File: src/rtl/vram_access_arbiter.sv
// vram_access_arbiter: shares one single-port VRAM between the CPU write
// path (drained from the write FIFO) and the display fetch path. Display
// reads win arbitration, but a streak counter forces one write through after
// STARVE_LIMIT consecutive display grants while writes are waiting.
module vram_access_arbiter #(
  parameter int DATA_WIDTH    = 16,
  parameter int ADDRESS_WIDTH = 16,
  parameter int STARVE_LIMIT  = 4
) (
  input  logic                     clk,
  input  logic                     reset,
  input  logic [2:0]               fifo_items_count,
  output logic                     fifo_read_request,
  input  logic [ADDRESS_WIDTH-1:0] fifo_read_address,
  input  logic [DATA_WIDTH-1:0]    fifo_read_data,
  input  logic                     disp_request,
  input  logic [ADDRESS_WIDTH-1:0] disp_address,
  output logic [DATA_WIDTH-1:0]    disp_data,
  output logic                     disp_data_valid,
  output logic                     mem_request,
  output logic                     mem_write_enable,
  output logic [ADDRESS_WIDTH-1:0] mem_address,
  output logic [DATA_WIDTH-1:0]    mem_write_data,
  input  logic [DATA_WIDTH-1:0]    mem_read_data,
  input  logic                     mem_done,
  output logic                     busy
);

  typedef enum logic [2:0] {IDLE, POP, LOAD, WRITE, READ} state_t;

  localparam logic [3:0] LIMIT = 4'(STARVE_LIMIT);

  state_t                   state_q;
  logic [3:0]               disp_streak_q;
  logic [3:0]               disp_streak_d;
  logic                     fifo_read_request_q;
  logic                     mem_request_q;
  logic                     mem_write_enable_q;
  logic [ADDRESS_WIDTH-1:0] mem_address_q;
  logic [DATA_WIDTH-1:0]    mem_write_data_q;
  logic [DATA_WIDTH-1:0]    disp_data_q;
  logic                     disp_data_valid_q;
  logic                     busy_q;
  logic                     write_pending;
  logic                     force_write;

  assign write_pending = (fifo_items_count != 3'd0);
  assign force_write   = write_pending && (disp_streak_q == LIMIT);

  // Streak value to load on a display grant: count up (saturating) only while
  // a write is actually being held off, otherwise nothing is starving.
  always_comb begin
    disp_streak_d = 4'd0;
    if (write_pending) begin
      if (disp_streak_q >= LIMIT) disp_streak_d = disp_streak_q;
      else                        disp_streak_d = disp_streak_q + 4'd1;
    end
  end

  // Arbitration FSM; every output is a register so the VRAM driver and FIFO
  // never see combinational glitches from the arbitration inputs.
  always_ff @(posedge clk or posedge reset) begin
    if (reset) begin
      state_q             <= IDLE;
      disp_streak_q       <= 4'd0;
      fifo_read_request_q <= 1'b0;
      mem_request_q       <= 1'b0;
      mem_write_enable_q  <= 1'b0;
      mem_address_q       <= '0;
      mem_write_data_q    <= '0;
      disp_data_q         <= '0;
      disp_data_valid_q   <= 1'b0;
      busy_q              <= 1'b0;
    end else begin
      fifo_read_request_q <= 1'b0;
      disp_data_valid_q   <= 1'b0;
      case (state_q)
        IDLE: begin
          if (force_write || (!disp_request && write_pending)) begin
            state_q             <= POP;
            fifo_read_request_q <= 1'b1;
            busy_q              <= 1'b1;
          end else if (disp_request) begin
            state_q            <= READ;
            mem_address_q      <= disp_address;
            mem_write_enable_q <= 1'b0;
            mem_request_q      <= 1'b1;
            disp_streak_q      <= disp_streak_d;
            busy_q             <= 1'b1;
          end
        end
        POP: begin
          state_q <= LOAD;
        end
        LOAD: begin
          state_q            <= WRITE;
          mem_address_q      <= fifo_read_address;
          mem_write_data_q   <= fifo_read_data;
          mem_write_enable_q <= 1'b1;
          mem_request_q      <= 1'b1;
          disp_streak_q      <= 4'd0;
        end
        WRITE: begin
          if (mem_done) begin
            state_q            <= IDLE;
            mem_request_q      <= 1'b0;
            mem_write_enable_q <= 1'b0;
            busy_q             <= 1'b0;
          end
        end
        READ: begin
          if (mem_done) begin
            state_q           <= IDLE;
            disp_data_q       <= mem_read_data;
            disp_data_valid_q <= 1'b1;
            mem_request_q     <= 1'b0;
            busy_q            <= 1'b0;
          end
        end
        default: begin
          state_q       <= IDLE;
          mem_request_q <= 1'b0;
          busy_q        <= 1'b0;
        end
      endcase
    end
  end

  assign fifo_read_request = fifo_read_request_q;
  assign mem_request       = mem_request_q;
  assign mem_write_enable  = mem_write_enable_q;
  assign mem_address       = mem_address_q;
  assign mem_write_data    = mem_write_data_q;
  assign disp_data         = disp_data_q;
  assign disp_data_valid   = disp_data_valid_q;
  assign busy              = busy_q;

endmodule

File: config.mk
export PLATFORM = sky130hd
export DESIGN_NAME = vram_access_arbiter
export DESIGN_NICKNAME = d
export VERILOG_FILES = /design/src/rtl/vram_access_arbiter.sv
export SDC_FILE = /design/constraint.sdc
export NUM_CORES = 1
export LEC_CHECK = 0
export ABC_AREA = 1
export CELL_PAD_IN_SITES_DETAIL_PLACEMENT = 0
export CELL_PAD_IN_SITES_GLOBAL_PLACEMENT = 1
export CORE_MARGIN = 3
export CORE_UTILIZATION = 30
export DETAILED_ROUTE_END_ITERATION = 10
export GPL_TIMING_DRIVEN = 0
export PLACE_DENSITY = 0.88
export SLEW_MARGIN = 20
export SYNTH_ARGS = -nofsm -noshare
export SYNTH_HDL_FRONTEND = slang
export SYNTH_SLANG_ARGS = --single-unit
File: constraint.sdc
create_clock -name clk -period 2.2 [get_ports clk]
set_input_delay 0.33 -clock clk [delete_from_list [all_inputs] [get_ports clk]]
set_output_delay 0.33 -clock clk [all_outputs]
set_load 0.05 [all_outputs]
==> results of run 1 <==
[cell usage in the layout, fill, tap and decap left out, types with 3 or more instances in the layout]
master	count
buf_2	3
clkdlybuf4s50_1	123
clkbuf_1	5
inv_1	9
clkbuf_8	9
nand2_1	136
buf_6	5
inv_2	3
nand3_1	43
clkinv_2	3
nor2_1	10
mux2_2	16
dfrtp_1	60
[worst min-delay path by stage]
stage                           from               to  cells after the start
floorplan           mem_read_data[0]     disp_data[0]                      2
global placement      mem_address[6]   mem_address[6]                      2
detailed placement   mem_address[10]  mem_address[10]                      2
CTS                            reset     disp_data[5]                      2
global route                   reset     disp_data[5]                      2
finish                         reset     disp_data[5]                      2
[flip-flops by register name (all words and copies together), names as in the netlist]
signal             cells
disp_data_valid        1
disp_data             16
mem_write_data        16
disp_streak_q          4
state_q                3
mem_request            1
busy                   1
fifo_read_request      1
mem_write_enable       1
mem_address           16
[logic make-up (layout without fill, tap and decap cells)]
logic type | count (synthesis) | count (layout) | synth area share
buf+inv | 26 | 165 | 0.0538
compound gates | 3 | 3 | 0.00552
simple gates | 199 | 199 | 0.310
mux | 16 | 16 | 0.0662
fa+ha+maj | 2 | 2 | 0.00919
xor+xnor | 1 | 1 | 0.00322
flops | 60 | 60 | 0.552
[final cells by class]
type / count / area, um^2 / share of cell area
plain buffers: 12 / 93.8 / 0.0220
clock buffers: 12 / 135 / 0.0317
clock inverters: 3 / 15.0 / 0.00352
inverters: 14 / 55.1 / 0.0129
multi-input cells: 221 / 1070 / 0.252
flip-flops and latches: 60 / 1500 / 0.352
well taps: 108 / 135 / 0.0317
repair buffers: 124 / 1260 / 0.295
[worst reg2reg max path: stages, from the launching register on]
cell and delay [ps]:
dfrtp_1 400, inv_1 60, ha_1 200, nand3_1 90
nand2_1 70, nand2_1 60, nand2_1 80, nand2_2 120
nand2_4 110, buf_6 160, nand2_1 60, nand2_1 50
[metal layers]
layer | up-vias | wire length [um] | global-route usage
met2 | 89 | 3660 | 0.245
li1 | 1240 | - | -
met3 | 12 | 634 | 0.0565
met1 | 1177 | 3030 | 0.184
met5 | - | 0 | 0
met4 | 0 | 114 | 0.0460
[through the flow]
step	hold slack, ps	utilization	cell area (um^2)	std cells	setup TNS (ps)
floorplan	440	-	2720	307	0
global placement	455	0.466	4090	538	-46120
detailed placement	458	0.470	4120	539	0
CTS	223	0.487	4270	554	0
global route	238	0.487	4270	554	0
finish	244	0.487	4270	554	0
[power breakdown]
part | total (mW) | switching [mW] | internal [mW]
Clock | 0.794 | 0.396 | 0.397
Combinational | 4.69 | 3.04 | 1.65
Sequential | 1.95 | 0.301 | 1.65
Total | 7.43 | 3.74 | 3.69
==> impl_metrics.yaml, run 1 <==
run_status:
  status: "finished clean"
yosys:
  yosysUniqueCellTypes: 25
  yosys_warnings: 0
  syn_avg_cell_area_um2: 8.86
  ys_async_sr_fraction: 1.00
  postSynthCellCount: 307
  synth.net_count: 380
  yosysMostFrequentCell: "nand2_1"
  synth_area_um2: 2720
  synth_top_area_share: 0.552
  synth_area_leaders: "dfrtp_1, nand2_1, nand3_1"
  ys_top_cells_by_count: "nand2_1, dfrtp_1, nand3_1"
  yosysTopAreaCell: "dfrtp_1"
  synth_seq_cells: 60
  yosys_most_used_dff: "dfrtp_1"
  synth-edff-count: 0
  seq_area_frac_synth: 0.552
floorplan:
  initial_core_util: 0.311
  fp-row-count: 34
  die_w_um: 101
  io_pins: 124
  die_h_um: 101
  dieArea_um2: 10200
  core_area_um2: 8760
detailed_routing:
  drt-total-wl_um: 7450
  via_per_inst: 4.55
  drc: 0
  dr.pass1.iters: 4
  wl_per_cell_um: 13.4
  antenna_left: 0
  vias: 2518
  drt-initial-drc-count: 71
critical_path:
  rr_worst_depth: 11
  cp.arrival_ps: 1510
  crit_type: "flop to output pin"
  crit_buf_inv: 1
  cp_slowest_cell: "clkdlybuf4s50_1"
  cp_max_fo: 2
  critPathLaunchType: "flop"
  reg2reg_from: "disp_streak_q[0]"
  endpoint: "mem_address[7]"
  required_ps: 1870
  crit_path_max_incr_delay_ps: 820
  r2r_setup_slack_ps: 650
  path_cells: "clkdlybuf4s50_1"
  crit_path_start: "mem_address[7]"
  worst-path-stages: 1
  endpoint_kind: "output pin"
  r2r_end: "mem_address[0]"
  critical_path.top_delay_family: "buffers and inverters"
sta:
  rsz0062_at_grt: "no"
  fmax_mhz: 544
  worstMarginPinSlew_ps: 525
  setup_viol: 0
  drv_slew: 0
  hold_viol: 0
  slew_headroom: 0.649
  fin_ws_ps: 363
  period_share: 0.835
  skew_ps: 7.30
  final.min_clock_period_ps: 1840
layout:
  n_antenna_cell: 0
  fillCellCount: 860
  final_nets: 515
  drive_above_1_share: 0.112
  syn2layout_area_growth_pct: 56.8
global_routing:
  gr-usage-all-layers: 0.150
  grt_pass1_wl_um: 12200
  overflow: 0
  grt_pass1_vias: 2569
  antenna_found_initial: 0
  grt_max_degree: 54
clocking:
  clock_path_buffers: 2
  cts.sinks: 60
  cts.clk_slew.worst_paths_ps: 70
  cts_htree_levels: 3
  clock_latency_ps: 330
  cts_tree: "yes"
  post_cts_buffers: 0
  cts_resized: 0
  hold_buffers: 0
  cts_root_buf: "clkbuf_8"
  numCtsBuffers: 9
job:
  cap_violations: 0
pwr:
  p_total_mw: 7.43
  p_per_area_nw_per_um2: 1740
  leakagePower_nw: 2.07
  irDropWorstVdd_mv: 0.817
place:
  gp_congestion: 0.764
  dp_hpwl_um: 5620
  post-place-ws_ps: 408
  io_buffer_count: 123
min_path:
  hold_class: "input port to asynchronous set/reset pin"
Note: power is estimated with default switching activity, not from simulation.
==> run 2: changes to the inputs <==
Clock period 2.2 ns to 1.9 ns, I/O delays scaled along.
==> results of run 2 <==
Same layout as run 1 (identical final DEF). Status: finished clean.
Among the figures that moved: setup slack after placement 408 ps -> 153 ps; setup slack after layout 363 ps -> 108 ps; hold slack 244 ps -> 199 ps; register-to-register setup slack 650 ps -> 350 ps; total power 7.43 mW -> 8.60 mW; worst IR drop on VDD 0.817 mV -> 0.945 mV
